## config.mk

```make
export PLATFORM = sky130hd
export DESIGN_NAME = r2r_4b_wave_gen
export DESIGN_NICKNAME = d
export VERILOG_FILES = /design/src/rtl/r2r_4b_pkg.sv /design/src/rtl/r2r_4b_sync.sv /design/src/rtl/r2r_4b_wave_gen.sv
export SDC_FILE = /design/constraint.sdc
export NUM_CORES = 1
export LEC_CHECK = 0
export ABC_AREA = 1
export BUFFER_PORTS_ARGS = -buffer_cell sky130_fd_sc_hd__buf_2
export CORE_MARGIN = 2
export CORE_UTILIZATION = 25
export CTS_CLUSTER_DIAMETER = 120
export DETAILED_ROUTE_END_ITERATION = 10
export HOLD_SLACK_MARGIN = 0.06
export PLACE_DENSITY = 0.45
export SYNTH_ARGS = -nofsm -noshare
export SYNTH_HDL_FRONTEND = slang
export SYNTH_HIERARCHICAL = 1
export SYNTH_SLANG_ARGS = --single-unit
```

## constraint.sdc

```tcl
create_clock -name clk -period 1.9 [get_ports clk]
set_input_delay 0.19 -clock clk [delete_from_list [all_inputs] [get_ports clk]]
set_output_delay 0.19 -clock clk [all_outputs]
set_load 0.01 [all_outputs]
```

## src/rtl/r2r_4b_pkg.sv

```systemverilog
// ============================================================================
// Module   : r2r_4b_pkg
// Brief    : Shared types, widths and the waveform mapper for the R2R wave
//            generator. Sine ROM present only when R2R_SINE_LUT_EN is defined.
// Revision : 1.0 - initial release
// ============================================================================
`default_nettype none

package r2r_4b_pkg;

  localparam int PHASE_W = 5;
  localparam int CODE_W  = 4;

  typedef enum logic [1:0] {
    WAVE_SAW = 2'd0,
    WAVE_TRI = 2'd1,
    WAVE_SQR = 2'd2,
    WAVE_SIN = 2'd3
  } wave_e;

`ifdef R2R_SINE_LUT_EN
  // Offset-binary sine, mid-scale 8 at phase 0
  localparam logic [CODE_W-1:0] SINE_LUT [32] = '{
    4'd8,  4'd9,  4'd11, 4'd12, 4'd13, 4'd14, 4'd15, 4'd15,
    4'd15, 4'd15, 4'd15, 4'd14, 4'd13, 4'd12, 4'd11, 4'd9,
    4'd8,  4'd7,  4'd5,  4'd4,  4'd3,  4'd2,  4'd1,  4'd1,
    4'd0,  4'd1,  4'd1,  4'd2,  4'd3,  4'd4,  4'd5,  4'd7
  };
`endif

  function automatic logic [CODE_W-1:0] wave_map(input logic [PHASE_W-1:0] phase,
                                                 input wave_e sel);
    logic [CODE_W-1:0] code;
    code = phase[4:1];
    case (sel)
      WAVE_SAW: code = phase[4:1];
      WAVE_TRI: code = phase[4] ? ~phase[3:0] : phase[3:0];
      WAVE_SQR: code = {CODE_W{phase[4]}};
      default: begin
`ifdef R2R_SINE_LUT_EN
        code = SINE_LUT[phase];
`else
        code = ~phase[4:1];
`endif
      end
    endcase
    return code;
  endfunction

endpackage

`default_nettype wire

```

## src/rtl/r2r_4b_sync.sv

```systemverilog
// ============================================================================
// Module   : r2r_4b_sync
// Brief    : Two-flop synchroniser bank with synchronous active-high reset.
// Revision : 1.0 - initial release
// ============================================================================
`default_nettype none

module r2r_4b_sync #(
  parameter int WIDTH = 1
) (
  input  logic             clk,
  input  logic             rst,
  input  logic [WIDTH-1:0] d,
  output logic [WIDTH-1:0] q
);

  logic [WIDTH-1:0] meta;

  always_ff @(posedge clk) begin
    if (rst) begin
      meta <= '0;
      q    <= '0;
    end else begin
      meta <= d;
      q    <= meta;
    end
  end

endmodule

`default_nettype wire

```

## src/rtl/r2r_4b_wave_gen.sv

```systemverilog
// ============================================================================
// Module   : r2r_4b_wave_gen
// Brief    : Prescaler -> 5-bit phase -> waveform mapper -> registered 4-bit
//            R2R DAC code. Build option: R2R_SINE_LUT_EN (sine ROM on sel 3).
// Revision : 1.0 - initial release
// ============================================================================
`default_nettype none

module r2r_4b_wave_gen
  import r2r_4b_pkg::*;
#(
  parameter int               DIV_W   = 16,
  parameter logic [DIV_W-1:0] DIV_RST = 16'd999
) (
  input  logic        clk,
  input  logic        rst,
  input  logic        enable,
  input  logic        ext_data,
  input  logic        load_divider,
  input  logic [3:0]  data,
  input  logic [1:0]  wave_sel,
  output logic [3:0]  r2r_out,
  output logic        sample_tick
);

  localparam int SYNC_W = 9;

  logic [SYNC_W-1:0]  sync_in;
  logic [SYNC_W-1:0]  sync_out;
  logic               enable_s;
  logic               ext_s;
  logic               load_s;
  logic [1:0]         wave_bits_s;
  logic [3:0]         data_s;
  wave_e              wave_s;

  logic               load_q;
  logic               load_edge;
  logic [DIV_W-1:0]   div;
  logic [DIV_W-1:0]   cnt;
  logic [PHASE_W-1:0] phase;
  logic [CODE_W-1:0]  map_code;

  assign sync_in = {enable, ext_data, load_divider, wave_sel, data};

  r2r_4b_sync #(.WIDTH(SYNC_W)) u_sync (
    .clk (clk),
    .rst (rst),
    .d   (sync_in),
    .q   (sync_out)
  );

  assign {enable_s, ext_s, load_s, wave_bits_s, data_s} = sync_out;
  assign wave_s    = wave_e'(wave_bits_s);
  assign load_edge = load_s & ~load_q;
  assign map_code  = wave_map(phase, wave_s);

  // A load edge takes priority over terminal count and suppresses the tick
  always_ff @(posedge clk) begin
    if (rst) begin
      load_q      <= 1'b0;
      div         <= DIV_RST;
      cnt         <= '0;
      phase       <= '0;
      sample_tick <= 1'b0;
      r2r_out     <= '0;
    end else begin
      load_q  <= load_s;
      r2r_out <= ext_s ? data_s : map_code;
      if (load_edge) begin
        div         <= {div[DIV_W-5:0], data_s};
        cnt         <= '0;
        sample_tick <= 1'b0;
      end else if (enable_s) begin
        if (cnt == div) begin
          cnt         <= '0;
          sample_tick <= 1'b1;
          phase       <= phase + PHASE_W'(1);
        end else begin
          cnt         <= cnt + DIV_W'(1);
          sample_tick <= 1'b0;
        end
      end else begin
        sample_tick <= 1'b0;
      end
    end
  end

endmodule

`default_nettype wire

```

# == Word level (Yosys, flattened, before mapping) ==
# Cells that the tools add are included.
# op_classes
addsub,2
multipliers,0
n_div,0
n_lt_le_gt_ge,0
eq_ne,3
n_shift,0
mux,5
bitwise,6
reduce_logical,4
# ops
op,n
"16-bit by 1-bit adder with 16-bit output, second input constant",1
16-bit equality test,1
16-bit 2-to-1 mux,1
4-bit case mux with 3 select lines,1
4-bit 2-to-1 mux,2
4-bit NOT,2
"5-bit by 1-bit adder with 5-bit output, second input constant",1
1-bit NOT,3
3-bit AND reduction,1
3-bit OR reduction,1
"2-bit by 1-bit equality test with 1-bit output, second input constant",1
"2-bit equality test, second input constant",1
2-bit zero test,1
2-bit OR reduction,1
1-bit bitwise AND,1
1-bit 2-to-1 mux,1
# totals
register_bits,61
latchBits,0
mem_bits_rw,0
mem_bits_ro,0
inputBits,11
out_inout_bits,5
wordCells,28
n_memories,0

# == Depth between registers and ports, before layout ==
# depth
depth_word,4
depth_mapped,11

# == Hierarchy ==
# The synthesis kept the hierarchy.
# by_module_without_submodules
mod,instances,cells_each,area_each_um2,seq_area_each_um2
r2r_4b_wave_gen,1,329,2254.7,860.8
r2r_4b_sync,1,56,521.8,360.3

# == Worst setup path after synthesis ==
# OpenSTA, ideal clock, no wires.
# synth_timing
path_type,reg2reg
from,register cnt[0]
to,register cnt[15]
setup_ps,117
arrival_time_ps,1361
required_ps,1783
slack_ps,422
path_stages_with_launch,11
path_buffers,1
path_cell_list,dfxtp_1 inv_1 nand2_1 nand2_1 nor2_1 nand2_2 nor2_8 nand2_4 o21ai_4 buf_6 nor2_2
# synth_via
elab_chain_cells,2
# synth_lines
item,line_no,text
from (decl),r2r_4b_wave_gen.sv:40,logic [DIV_W-1:0] cnt;
from (signal assigned),r2r_4b_wave_gen.sv:80,cnt <= cnt + DIV_W'(1);
16-bit by 1-bit adder with 16-bit output / 16-bit equality test (equally long branches),"r2r_4b_wave_gen.sv:80, r2r_4b_wave_gen.sv:75",
16-bit 2-to-1 mux *,r2r_4b_wave_gen.sv:75,if (cnt == div) begin
# Every way passes the cells marked *; elsewhere a longest branch is shown, timed or not.
# A chain may end at the register's enable or synchronous reset.

# == Worst setup path in the final report ==
# layout_timing
from,register cnt[1]
to,register cnt[3]
# The elaborated chain is that of the path after synthesis.

==> results_dict.tcl <==
set metrics [dict create \
    clock-skew-final_ns 0.01016 \
    synth-edff-count 0 \
    grt_first_pass_wirelength_um 10110 \
    ant_nets 0 \
    clock.fmax_ghz 0.6307 \
    syn_inst 385 \
    synth_sequential_area_ratio 0.4398 \
    coreArea_mm2 0.01084 \
    finish.net_count 431 \
    slew_viol_final 0 \
    numCtsBuffers 9 \
    fin_tns_setup_ns 0 \
    path_clk_slew_ns 0.08 \
    syn-mean-instance-area_um2 7.211 \
    highest_net_fanout_along_the_worst_path 15 \
    postSynth.topFlopCell "dfxtp_1" \
    viasPerCell 4.082 \
    grt_start_max_net_pins 22 \
    initial_core_util 0.2561 \
    row_count 38 \
    ctsRootBufferMaster "clkbuf_8" \
    crit_path_launch_type "flop" \
    number_of_antenna_diodes 0 \
    tritoncts_sink_count 61 \
    hold_viol_final 0 \
    cts-htree-levels 3 \
    yosysWarningCount 6 \
    tritoncts "done" \
    dieHeight_um 109.4 \
    wl_um 5851 \
    dr.first_iter.drc_count 96 \
    worst_slew_pin_slew_ns 0.4948 \
    post-synth-top-count-cell "nand2_1" \
    run_status "completed" \
    finalCoreUtilization 0.3084 \
    asyncSetResetFlopFracSynth 0 \
    grt.busiest_layer "met2" \
    antenna_found_initial 0 \
    post-route-min-period_ns 1.586 \
    syn-num-nets 398 \
    cellLeakagePower_nw 1.485 \
    routability_congestion 0.7854 \
    dp.final_hpwl_um 4128 \
    synth-seq-cells 61 \
    top_area_cells_in_the_synthesized_netlist "dfxtp_1, nand2_1, inv_1, nor2_1, o21ai_0" \
    number_of_global_route_vias_before_repair 2159 \
    post_route_cells_drive_above_1_share 0.1608 \
    holdCritPathClass "primary input to flop" \
    global_route.usage.met1 0.1394 \
    grt_overflow_total 0 \
    fin_crit_sh 0.8346 \
    cts_max_path_bufs 2 \
    drv.max_cap_violation_count 0 \
    synth_top_area_cell "dfxtp_1" \
    area_growth_from_synthesis_to_final_layout_pct 20.41 \
    yosys.area.top_type_share 0.4398 \
    rsz0062_at_grt "false" \
    gr-usage-met3 0.03972 \
    cts-resized-gates 0 \
    setup.worst_path.class "flop to flop" \
    setup_violations 0 \
    power_density_mw_per_mm2 842.8 \
    detail_route.first_pass.iterations 5 \
    max-slew-margin-rel 0.6689 \
    post-route-drc-count 0 \
    critPathRequiredTime_ns 2.14 \
    route.vias.total 2298 \
    buffer_ports.inserted 15 \
    die_width_um 109.4 \
    fillers 1180 \
    synth.distinct_cells 32 \
    cp.arrival_ns 1.83 \
    endpoint_type_of_the_worst_setup_path "flop" \
    detail_route.wl_per_cell_um 10.39 \
    clock_latency_ns 0.35 \
    peakVddDrop_mv 0.3776 \
    grt_met2_use 0.1733 \
    synth.top_cells.by_count "nand2_1, dfxtp_1, inv_1, nor2_1, o21ai_0" \
    grt_usage 0.1111 \
    post_synth_instance_area_mm2 0.002776 \
    holdWs_ns 0.2192 \
    die_area_mm2 0.01197 \
    ios 16 \
]
==> layout by cell type, fill, tap and decap left out, types with 4 or more instances in the layout <==
master	n
a21oi_1	14
buf_2	15
buf_4	6
clkbuf_8	9
dfxtp_1	61
dlygate4sd3_1	9
inv_1	60
inv_2	9
nand2_1	80
nand3_1	13
nand4_1	6
nor2_1	56
nor2_2	13
nor3_1	6
o211ai_1	8
o21ai_0	20
xnor2_1	4
xor2_1	10
==> layer usage <==
layer	share of wire	vias to the layer above
met1	0.49	1004
met3	0.038	9
li1	-	1252
met4	0.015	0
met5	0	-
met2	0.45	33
==> worst paths after layout <==
| kind | cells after the start | slack, ns | end | from |
|---|---|---|---|---|
| max | 10 | 0.31 | cnt[3]$_SDFFE_PP0P_ | cnt[1]$_SDFFE_PP0P_ |
| min | 2 | 0.22 | u_sync/q[3]$_SDFF_PP0_ | rst |
| max reg2reg | 10 | 0.31 | cnt[3]$_SDFFE_PP0P_ | cnt[1]$_SDFFE_PP0P_ |
| min reg2reg | 2 | 0.40 | u_sync/q[3]$_SDFF_PP0_ | u_sync/meta[3]$_SDFF_PP0_ |
==> critical path, cell delays in order (launching register included) <==
cell and delay, ns:
dfxtp_1 0.40, inv_1 0.08, nand2_1 0.07, nand2_1 0.06
nor2_1 0.11, nand2_2 0.10, nor2_8 0.19, nand2_4 0.08
o21ai_4 0.14, buf_12 0.17, nor2_1 0.05
==> through the flow <==
step	std cells	power [mW]	area, µm²	setup WS [ns]
4_1_cts	563	2.870	3343	0.2915
5_1_grt	563	2.958	3343	0.1116
6_report	563	2.818	3343	0.3144
2_1_floorplan	385	1.482	2776	0.4219
3_3_place_gp	538	1.528	3030	0.3530
3_5_place_dp	538	1.529	3030	0.3130
==> state kept, by name (all words and copies together), names as in the netlist <==
name         count
r2r_out          4
div             16
load_q           1
phase            5
u_sync/q         9
cnt             16
u_sync/meta      9
sample_tick      1
==> kinds of logic (layout without fill, tap and decap cells) <==
group                    after synthesis  count (layout)  synth area share
AND/OR/NAND/NOR                      182             182            0.2893
buffers and inverters                 78             116            0.1154
flip-flops                            61              61            0.4398
AO/OA/AOI/OAI                         48              48            0.1023
XOR/XNOR                              14              14           0.04416
adder cells (fa/ha/maj)                2               2          0.009012
==> final cells by class <==
cell class                 instances  area (µm²)  share of cell area
inverter                          69       259.0             0.07747
sequential                        61        1221              0.3653
clock buffer                       9       123.9             0.03705
multi-input combinational        246        1235              0.3694
clock inverter                     7       98.84             0.02957
timing repair buffer              31       230.2             0.06886
tap                              140       175.2             0.05240
==> power by group <==
group / total, mW / internal (mW) / switching [mW] / leakage [nW]
registers: 1.34 / 1.32 / 0.0241 / 0.498
clock network: 1.31 / 0.744 / 0.561 / 0.110
logic: 0.169 / 0.0713 / 0.0981 / 0.877
total: 2.82 / 2.13 / 0.683 / 1.49
==> what timing repair did <==
action                    4_1_cts  5_1_grt
setup buffers                   0        0
hold endpoints to repair        9        0
hold buffers                    9        0
No activity file was read; power rests on OpenSTA's default activity.
